`src/rtl/seq_multiplier_pkg.sv`:
```
// -----------------------------------------------------------------------------
// seq_multiplier_pkg
// Shared definitions for the iterative RV32M multiplier: operation encodings,
// controller states, datapath sizing and small decode helpers.
// No ports (package).
// -----------------------------------------------------------------------------
package seq_multiplier_pkg;

    localparam int SEQMUL_XLEN  = 32;
    localparam int SEQMUL_NITER = 32;
    localparam int SEQMUL_CNTW  = 5;

    // RV32M multiply operations as encoded on op_i
    typedef enum logic [1:0] {
        OP_MUL    = 2'b00,
        OP_MULH   = 2'b01,
        OP_MULHSU = 2'b10,
        OP_MULHU  = 2'b11
    } op_t;

    // Controller states, visited in this order for every operation
    typedef enum logic [2:0] {
        S_IDLE,
        S_NEG_A,
        S_NEG_B,
        S_ITER,
        S_NEG_LO,
        S_NEG_HI,
        S_DONE
    } state_t;

    // Multiplicand is treated as signed for MULH and MULHSU
    function automatic logic opSignedA(input op_t op);
        return (op == OP_MULH) || (op == OP_MULHSU);
    endfunction

    // Multiplier is treated as signed only for MULH
    function automatic logic opSignedB(input op_t op);
        return (op == OP_MULH);
    endfunction

endpackage

```
`src/rtl/seq_multiplier_adder.sv`:
```
// -----------------------------------------------------------------------------
// Adder
// 32-bit carry-lookahead adder shared by every arithmetic step of the
// multiplier. Four-bit lookahead groups with group carries chained.
// With i_cin=1 it subtracts: o_sum = i_d1 + ~i_d2 + 1.
// Ports:
//   i_d1   in  32  first operand
//   i_d2   in  32  second operand (inverted internally when i_cin=1)
//   i_cin  in  1   carry in / subtract select
//   o_sum  out 32  sum
//   o_cout out 1   carry out of bit 31
// -----------------------------------------------------------------------------
module Adder (
    input  logic [31:0] i_d1,
    input  logic [31:0] i_d2,
    input  logic        i_cin,
    output logic [31:0] o_sum,
    output logic        o_cout
);

    logic [31:0] w_b;
    logic [31:0] w_p;
    logic [31:0] w_g;
    logic [32:0] w_c;

    // Carries inside each 4-bit group are expanded from the group carry in,
    // so only the group carries ripple from one group to the next.
    always_comb begin
        w_b    = i_cin ? ~i_d2 : i_d2;
        w_p    = i_d1 ^ w_b;
        w_g    = i_d1 & w_b;
        w_c    = '0;
        w_c[0] = i_cin;
        for (int k = 0; k < 8; k++) begin
            w_c[4*k+1] = w_g[4*k]
                       | (w_p[4*k] & w_c[4*k]);
            w_c[4*k+2] = w_g[4*k+1]
                       | (w_p[4*k+1] & w_g[4*k])
                       | (w_p[4*k+1] & w_p[4*k] & w_c[4*k]);
            w_c[4*k+3] = w_g[4*k+2]
                       | (w_p[4*k+2] & w_g[4*k+1])
                       | (w_p[4*k+2] & w_p[4*k+1] & w_g[4*k])
                       | (w_p[4*k+2] & w_p[4*k+1] & w_p[4*k] & w_c[4*k]);
            w_c[4*k+4] = w_g[4*k+3]
                       | (w_p[4*k+3] & w_g[4*k+2])
                       | (w_p[4*k+3] & w_p[4*k+2] & w_g[4*k+1])
                       | (w_p[4*k+3] & w_p[4*k+2] & w_p[4*k+1] & w_g[4*k])
                       | (w_p[4*k+3] & w_p[4*k+2] & w_p[4*k+1] & w_p[4*k] & w_c[4*k]);
        end
        o_sum  = w_p ^ w_c[31:0];
        o_cout = w_c[32];
    end

endmodule

```
`src/rtl/seq_multiplier.sv`:
```
// -----------------------------------------------------------------------------
// seq_multiplier
// Iterative 32x32 RV32M multiplier (MUL/MULH/MULHSU/MULHU). Signed operands are
// converted to magnitudes, multiplied by 32 shift-add steps and the 64-bit
// product is negated back when the signs differ. All 32-bit arithmetic goes
// through one shared Adder instance whose inputs are selected by state.
// Fixed latency of 36 cycles from accept to valid_o.
// Optional build macro SEQMUL_ZERO_SKIP_EN: a zero operand skips straight from
// NEG_A to DONE with a zero result.
// Ports:
//   clk      in  1   clock, rising edge
//   rst_n    in  1   asynchronous active-low reset
//   start_i  in  1   request, accepted only when idle
//   op_i     in  2   00 MUL, 01 MULH, 10 MULHSU, 11 MULHU
//   rs1_i    in  32  multiplicand
//   rs2_i    in  32  multiplier
//   flush_i  in  1   synchronous abort, highest priority
//   busy_o   out 1   operation in flight
//   valid_o  out 1   result valid, held until ready_i
//   result_o out 32  MUL: product[31:0], MULH*: product[63:32]
//   ready_i  in  1   consumer accepts result
// -----------------------------------------------------------------------------
module seq_multiplier
    import seq_multiplier_pkg::*;
#(
    parameter int XLEN  = SEQMUL_XLEN,
    parameter int NITER = SEQMUL_NITER
) (
    input  logic            clk,
    input  logic            rst_n,
    input  logic            start_i,
    input  logic [1:0]      op_i,
    input  logic [XLEN-1:0] rs1_i,
    input  logic [XLEN-1:0] rs2_i,
    input  logic            flush_i,
    output logic            busy_o,
    output logic            valid_o,
    output logic [XLEN-1:0] result_o,
    input  logic            ready_i
);

    state_t                 r_state;
    state_t                 w_stateNext;
    op_t                    r_op;
    logic [XLEN-1:0]        r_a;
    logic [XLEN-1:0]        r_hi;
    logic [XLEN-1:0]        r_lo;
    logic [SEQMUL_CNTW-1:0] r_cnt;
    logic                   r_signA;
    logic                   r_signB;
    logic                   r_carry;

    logic [XLEN-1:0]        w_d1;
    logic [XLEN-1:0]        w_d2;
    logic                   w_cin;
    logic [XLEN-1:0]        w_sum;
    logic                   w_cout;
    logic                   w_negA;
    logic                   w_negB;
    logic                   w_negP;

    Adder u_adder (
        .i_d1   (w_d1),
        .i_d2   (w_d2),
        .i_cin  (w_cin),
        .o_sum  (w_sum),
        .o_cout (w_cout)
    );

    assign w_negA = opSignedA(r_op) && r_a[XLEN-1];
    assign w_negB = opSignedB(r_op) && r_lo[XLEN-1];
    assign w_negP = r_signA ^ r_signB;

    // Next-state logic and the adder input mux. Negation steps always use
    // d1=0/cin=1 so the adder yields 0-x; NEG_HI finishes the 64-bit negate
    // by adding the low-half carry to the inverted high half.
    always_comb begin
        w_stateNext = r_state;
        w_d1        = '0;
        w_d2        = '0;
        w_cin       = 1'b0;
        unique case (r_state)
            S_IDLE: begin
                if (start_i) w_stateNext = S_NEG_A;
            end
            S_NEG_A: begin
                w_d2        = r_a;
                w_cin       = 1'b1;
                w_stateNext = S_NEG_B;
`ifdef SEQMUL_ZERO_SKIP_EN
                if ((r_a == '0) || (r_lo == '0)) w_stateNext = S_DONE;
`endif
            end
            S_NEG_B: begin
                w_d2        = r_lo;
                w_cin       = 1'b1;
                w_stateNext = S_ITER;
            end
            S_ITER: begin
                w_d1 = r_hi;
                w_d2 = r_lo[0] ? r_a : '0;
                if (r_cnt == SEQMUL_CNTW'(NITER - 1)) w_stateNext = S_NEG_LO;
            end
            S_NEG_LO: begin
                w_d2        = r_lo;
                w_cin       = 1'b1;
                w_stateNext = S_NEG_HI;
            end
            S_NEG_HI: begin
                w_d1        = ~r_hi;
                w_d2        = {{(XLEN-1){1'b0}}, r_carry};
                w_stateNext = S_DONE;
            end
            S_DONE: begin
                if (ready_i) w_stateNext = S_IDLE;
            end
            default: w_stateNext = S_IDLE;
        endcase
        if (flush_i) w_stateNext = S_IDLE;
    end

    // State register plus datapath updates. Each ITER step shifts the 65-bit
    // {carry, sum, lo} right by one, so the adder carry lands in hi[31].
    always_ff @(posedge clk or negedge rst_n) begin
        if (!rst_n) begin
            r_state <= S_IDLE;
            r_op    <= OP_MUL;
            r_a     <= '0;
            r_hi    <= '0;
            r_lo    <= '0;
            r_cnt   <= '0;
            r_signA <= 1'b0;
            r_signB <= 1'b0;
            r_carry <= 1'b0;
        end else begin
            r_state <= w_stateNext;
            unique case (r_state)
                S_IDLE: begin
                    if (start_i && !flush_i) begin
                        r_op    <= op_t'(op_i);
                        r_a     <= rs1_i;
                        r_lo    <= rs2_i;
                        r_hi    <= '0;
                        r_cnt   <= '0;
                        r_signA <= 1'b0;
                        r_signB <= 1'b0;
                        r_carry <= 1'b0;
                    end
                end
                S_NEG_A: begin
                    r_signA <= w_negA;
                    if (w_negA) r_a <= w_sum;
`ifdef SEQMUL_ZERO_SKIP_EN
                    if ((r_a == '0) || (r_lo == '0)) begin
                        r_lo    <= '0;
                        r_signA <= 1'b0;
                    end
`endif
                end
                S_NEG_B: begin
                    r_signB <= w_negB;
                    if (w_negB) r_lo <= w_sum;
                end
                S_ITER: begin
                    r_hi  <= {w_cout, w_sum[XLEN-1:1]};
                    r_lo  <= {w_sum[0], r_lo[XLEN-1:1]};
                    r_cnt <= r_cnt + SEQMUL_CNTW'(1);
                end
                S_NEG_LO: begin
                    r_carry <= w_cout;
                    if (w_negP) r_lo <= w_sum;
                end
                S_NEG_HI: begin
                    if (w_negP) r_hi <= w_sum;
                end
                default: ;
            endcase
        end
    end

    assign busy_o   = (r_state != S_IDLE);
    assign valid_o  = (r_state == S_DONE);
    assign result_o = valid_o ? ((r_op == OP_MUL) ? r_lo : r_hi) : '0;

endmodule
```
`config.mk`:
```
export PLATFORM = sky130hd
export DESIGN_NAME = seq_multiplier
export DESIGN_NICKNAME = d
export VERILOG_FILES = /design/src/rtl/seq_multiplier_pkg.sv /design/src/rtl/seq_multiplier_adder.sv /design/src/rtl/seq_multiplier.sv
export SDC_FILE = /design/constraint.sdc
export NUM_CORES = 1
export LEC_CHECK = 0
export ABC_AREA = 1
export BUFFER_PORTS_ARGS = -buffer_cell sky130_fd_sc_hd__buf_2
export CAP_MARGIN = 10
export CORE_ASPECT_RATIO = 0.7
export CORE_MARGIN = 2
export CORE_UTILIZATION = 60
export DETAILED_ROUTE_END_ITERATION = 6
export PLACE_DENSITY = 0.82
export SYNTH_ARGS = -nofsm -noshare
export SYNTH_HDL_FRONTEND = slang
export SYNTH_SLANG_ARGS = --single-unit
```
`constraint.sdc`:
```
create_clock -name clk -period 9.65 [get_ports clk]
set_clock_uncertainty 0.15 [all_clocks]
set_input_delay 0.965 -clock clk [delete_from_list [all_inputs] [get_ports clk]]
set_output_delay 0.965 -clock clk [all_outputs]
set_load 0.005 [all_outputs]
```
# ---- After elaboration in Yosys (flattened, before gate mapping)
# Index checks and enable logic that the tools add are counted.
dict set report totals {
  output_inout_bits 34
  input_bits 71
  register_bits 109
  word_cells 293
}
dict set report op_classes {
  eq_ne 17
  add_sub_neg 1
  muxes 27
  n_bitwise 214
  reduce_logical 25
}
# cell n
set ops {}
lappend ops {{two-way mux 32 bit} 10}
lappend ops {{case mux 32 bit (4 select lines)} 2}
lappend ops {{AND 1 bit} 128}
lappend ops {{case mux 32 bit (2 select lines)} 2}
lappend ops {{case mux 32 bit (3 select lines)} 1}
lappend ops {{OR 1 bit} 80}
lappend ops {{inverter 32 bit} 2}
lappend ops {{XOR 32 bit} 2}
lappend ops {{AND 32 bit} 1}
lappend ops {{case mux 3 bit (7 select lines)} 1}
lappend ops {{two-way mux 3 bit} 4}
lappend ops {{!= test 2 bit (second input constant)} 5}
lappend ops {{case mux 5 bit (2 select lines)} 1}
lappend ops {{AND reduction 2 bit} 5}
lappend ops {{equality test 3 bit (second input constant)} 3}
lappend ops {{AND reduction 3 bit} 3}
lappend ops {{nonzero test 2 bit} 4}
lappend ops {{equality test 3 x 2 -> 1 bit (second input constant)} 2}
lappend ops {{!= test 3 bit (second input constant)} 2}
lappend ops {{case mux 1 bit (2 select lines)} 3}
lappend ops {{nonzero test 3 bit} 2}
lappend ops {{adder 5 x 1 -> 5 bit (second input constant)} 1}
lappend ops {{equality test 5 bit (second input constant)} 1}
lappend ops {{two-way mux 5 bit} 1}
lappend ops {{other kinds (15)} 18}

# ---- Depth between registers and ports, before layout
dict set report logic_depth {
  word_depth 28
  ltp_mapped 34
  depth_no_buf 33
}

# ---- Hierarchy
# Synthesis repeated with hierarchy kept, for this count alone.
dict set report hier_totals {
  hier_cells 1263
  area_unflattened_um2 8513.2
}
# module seq_area_each_um2 n_inst area_each_um2 cells_each
set by_module_without_submodules {}
lappend by_module_without_submodules {seq_multiplier 2727.6 1 6839.1 1018}
lappend by_module_without_submodules {Adder 0.0 1 1674.1 245}

# ---- Least setup slack after synthesis
# No wires, ideal clock.
dict set report synth_path {
  path_type {reg-to-reg}
  from {register r_state[0]}
  to {register r_lo[29]}
  setup_ns 0.132
  period_less_slack_ns 4.327
  arrival_ns 4.045
  t_required_ns 9.368
  slack_ns 5.323
  stages_incl_launch_ff 32
  n_path_buf 2
  cell_sequence {dfrtp_1 -> nor2_1 -> nand2_1 -> inv_1 -> nor2_1 -> clkbuf_1 -> buf_1 -> o22ai_1 -> xor2_1 -> ha_1 -> nand3_1 -> nor2_1 -> nand2_4 -> nand2_2 -> nand2_2 -> nand2_2 -> nand2_1 -> nand2_1 -> nand2_1 -> nand2_1 -> nand2_1 -> nand2_1 -> nand2_1 -> nand2_2 -> nand2_2 -> nand2_4 -> inv_1 -> fa_1 -> xor2_1 -> o22ai_1 -> a21oi_1 -> o21ai_0}
}
dict set report synth_between {
  elab_chain_len 28
  elab_cells_between_ends 103
  classes_between {eq/ne: 8; mux: 7; bitwise: 83; reduce/logical: 5}
}
# element line
set synth_rtl {}
lappend synth_rtl {{from (decl)} seq_multiplier.sv:42} ;# state_t r_state;
lappend synth_rtl {{from (signal assigned)} seq_multiplier.sv:136} ;# r_state <= w_stateNext;
lappend synth_rtl {{equality test 3 bit or equality test 3 x 2 -> 1 bit (tied branches)} {seq_multiplier.sv:82, seq_multiplier.sv:137}}
lappend synth_rtl {{OR reduction 2 bit (no source line)} -}
lappend synth_rtl {{case mux 32 bit (4 select lines)} seq_multiplier.sv:82} ;# unique case (r_state)
lappend synth_rtl {{inverter 32 bit} seq_multiplier_adder.sv:29} ;# w_b = i_cin ? ~i_d2 : i_d2;
lappend synth_rtl {{two-way mux 32 bit} seq_multiplier_adder.sv:29}
lappend synth_rtl {{XOR 32 bit or AND 32 bit (tied branches)} {seq_multiplier_adder.sv:30, seq_multiplier_adder.sv:31}}
lappend synth_rtl {{AND 1 bit (on tied branches)} -}
lappend synth_rtl {{OR 1 bit (tied with other cells)} seq_multiplier_adder.sv:45} ;# | (w_p[4*k+3] & w_g[4*k+2])
lappend synth_rtl {{(+12 left out)} -}
lappend synth_rtl {{OR 1 bit} seq_multiplier_adder.sv:48} ;# | (w_p[4*k+3] & w_p[4*k+2] & w_p[4*k+1] & w_p[4*k] & w_c[4*k]);
lappend synth_rtl {{AND 1 bit} seq_multiplier_adder.sv:48}
lappend synth_rtl {{OR 1 bit} seq_multiplier_adder.sv:48}
lappend synth_rtl {{AND 1 bit} seq_multiplier_adder.sv:36} ;# | (w_p[4*k] & w_c[4*k]);
lappend synth_rtl {{OR 1 bit} seq_multiplier_adder.sv:36}
lappend synth_rtl {{XOR 32 bit} seq_multiplier_adder.sv:50} ;# o_sum = w_p ^ w_c[31:0];
lappend synth_rtl {{two-way mux 32 bit (on tied branches)} {seq_multiplier.sv:171, seq_multiplier.sv:162}}
lappend synth_rtl {{case mux 32 bit (4 select lines)} seq_multiplier.sv:137} ;# unique case (r_state)
lappend synth_rtl {{to (signal assigned)} seq_multiplier.sv:142} ;# r_lo <= rs2_i;
lappend synth_rtl {{to (signal assigned)} seq_multiplier.sv:166} ;# r_lo <= {w_sum[0], r_lo[XLEN-1:1]};
lappend synth_rtl {{to (signal assigned)} seq_multiplier.sv:171} ;# if (w_negP) r_lo <= w_sum;
lappend synth_rtl {{to (decl)} seq_multiplier.sv:47} ;# logic [XLEN-1:0] r_lo;
# Parallel ways exist; a longest one is shown, timed or not. The select of a mux whose other input is x is not followed.
# A chain may end at the register's enable or synchronous reset.

# ---- Final worst setup path
dict set report layout_path {
  from {register r_state[1]}
  to {register r_lo[29]}
}
# Same word-level chain as after synthesis.

==> metrics.txt <==
relative slew slack=29.8%; Final HPWL DP=15.7 mm; area grow syn2layout=11.4%; Post-Synth Adder-Cell Area=7.29%; # IOs=105; # DRC=0; leading cell types in the layout, fill and taps excluded=191 x nand2_1, 148 x inv_1, 109 x dfrtp_1; diode count=0; Compound-Gate Fraction of Synth Area=25.2%; post-CTS sizing=0; Mapped Area=0.00810 mm²; pwr dens=430 mW/mm²; Hold Path Depth=2; Top cell by count, worst path=nand2_1; Layout Nets=1282; FF+latch count, synth=109; CP max stage cell=nand3_2; mux contribution to synthesized area=0%; Hold Vio Cnt, Final=0; Syn Area/Cell=7.31 µm²; Yosys cell types=41; Die ar.=0.0145 mm²; initial antenna violation count=0; P_leak=0.00453 µW; CP Launch Type=flop; Setup TNS=0 ns; Crit path depth=27; fin crit share=56.3%; Tot Pwr=3880 µW; routed vias=8213; Routed WL=24.0 mm; Buf/Inv on CP=5; Die X-Extent=143 µm; First DRT Iteration DRCs=1003; Data required, critical path=9.72 ns; core footprint=0.0132 mm²; Worst R2R Path Depth=27; first-pass GRT wire length=38.7 mm; CP peak stage delay=0.87 ns; worst skew pair latency=0.36 ns; yosys warns=0; Initial Util=61.5%; fin crit period=5.43 ns; CTS Sinks=109; Inserted Clock Buffers=9; vias in the first global route=7559; CTS root buffer=clkbuf_16; Worst EP arrival=5.50 ns; reg-to-reg setup timing slack=4.22 ns; Port Buffers=104; Placer Congestion=0.916; CP Capture Type=flop; total grt overflow=0; Synth Area in XOR/XNOR=5.62%; GRT Overall Usage=34.1%; status=complete, no violations; clock-pin slew on the worst setup and hold paths=0.08 ns; # hold bufs at CTS=0; Clock Tree Buf Depth=2; Synth Instances=1108; Routed Antenna Nets=0; Via density=6.05; Post-Synth Simple-Gate Area=17.6%; 1st-pass router iterations=5; Worst-Margin Slew=1.05 ns; Die Y=101 µm; H-tree depth=3; RSZ-0062 raised after global routing=no; Top delay family on crit path=simple AND/OR/NAND/NOR gates; largest net degree at the start of global routing=65; DR WL/cell=17.7 µm; Hold Path Class=flop to flop; largest family of logic cells by synthesized area=compound AO/OA/AOI/OAI gates; Post-CTS Setup Inserts=0; max cap viols=0; cell row count=35; TritonCTS clock tree=done; Final setup viols=0; commonest non-fill, non-tap cell in the layout=nand2_1; CP Max Fanout=27; critical path class=flop to flop; Slew Viols, Final=0; syn_nets=1222; Seq/Total Area, Yosys=33.7%; Fmax=0.184 GHz; share of cells above drive strength 1=14.0%; worst vdd ir=215 µV; Placed Instances=1342; Final Non-Filler Cells=1358
-- registers in the layout (all words and copies together), names as in the netlist --
register / cells
r_state: 3
r_signB: 1
r_op: 2
r_carry: 1
r_lo: 32
r_a: 32
r_cnt: 5
r_hi: 32
r_signA: 1
-- power by group --
part | internal [µW] | total [µW] | switching (µW)
clock | 218 | 403 | 186
sequential | 673 | 800 | 127
combinational | 870 | 2670 | 1800
-- final timing paths --
kind | endpoint | from
min in group asynchronous | r_lo[6] | rst_n
worst max register to register | r_lo[29] | r_state[1]
worst min register to register | r_hi[30] | r_hi[30]
max in group asynchronous | r_a[26] | rst_n
worst max-delay path | r_lo[29] | r_state[1]
worst min-delay path | r_hi[30] | r_hi[30]
-- through the flow --
| stage | hold WS, ns | area, µm² | util [%] | setup slack (ns) |
|---|---|---|---|---|
| 2_1_floorplan | 0.299 | 8100 | - | 5.32 |
| 3_3_place_gp | 0.314 | 8710 | 66.1 | 4.52 |
| 3_5_place_dp | 0.315 | 8710 | 66.1 | 4.33 |
| 4_1_cts | 0.334 | 9020 | 68.5 | 4.28 |
| 5_1_grt | 0.364 | 9020 | 68.5 | 3.81 |
| 6_report | 0.335 | 9020 | 68.5 | 4.22 |
-- per-layer routing --
metal / wire, µm / global-route usage (%) / vias to the layer above
met5: 0 / 0 / -
met4: 227 / 7.24 / 0
met3: 2940 / 7.57 / 27
met2: 10400 / 52.5 / 466
met1: 10500 / 49.9 / 3862
li1: - / - / 3858
-- area by class of cell --
type	instances	area, µm²
multi-input combinational	775	4540
tap	185	231
inverter	155	582
clock buffer	12	256
sequential	109	2730
timing repair buffer	118	628
fill	1130	4160
clock inverter	4	55.1
-- synthesized netlist by cell type, drive strengths merged --
library cell  number  area [µm²]
nand4              1        6.26
clkinv             1        3.75
nand3             35         193
ha                36         450
dfrtp            109        2730
a31oi              7        43.8
xor2              42         368
fa                 7         140
nor2             100         375
buf               18        87.6
or2                1        6.26
o31ai              1        7.51
o211a              1        10.0
o21bai             1        7.51
a221oi            18         158
and3               1        6.26
inv              154         578
a21oi             54         282
o21ai            111         563
nor3               5        25.0
xnor2             10        87.6
clkbuf            51         191
nand2            202         798
a211oi            30         225
o22a               5        43.8
o211ai            15         113
o22ai             70         438
a22oi             20         150
and2               2        15.0
-- cells by family (layout without fill, tap and decap cells) --
group	after synthesis	after routing
XOR/XNOR	52	52
AND/OR/NAND/NOR	347	347
buffers and inverters	224	289
flip-flops	109	109
adder cells (fa/ha/maj)	43	43
AO/OA/AOI/OAI	333	333
-- tightest hold or removal path: stages (launching register included) --
cell and delay, ns:
dfrtp_1 0.35, nand2_1 0.05, nand2_1 0.05
Power figures use the tool's default switching activity.
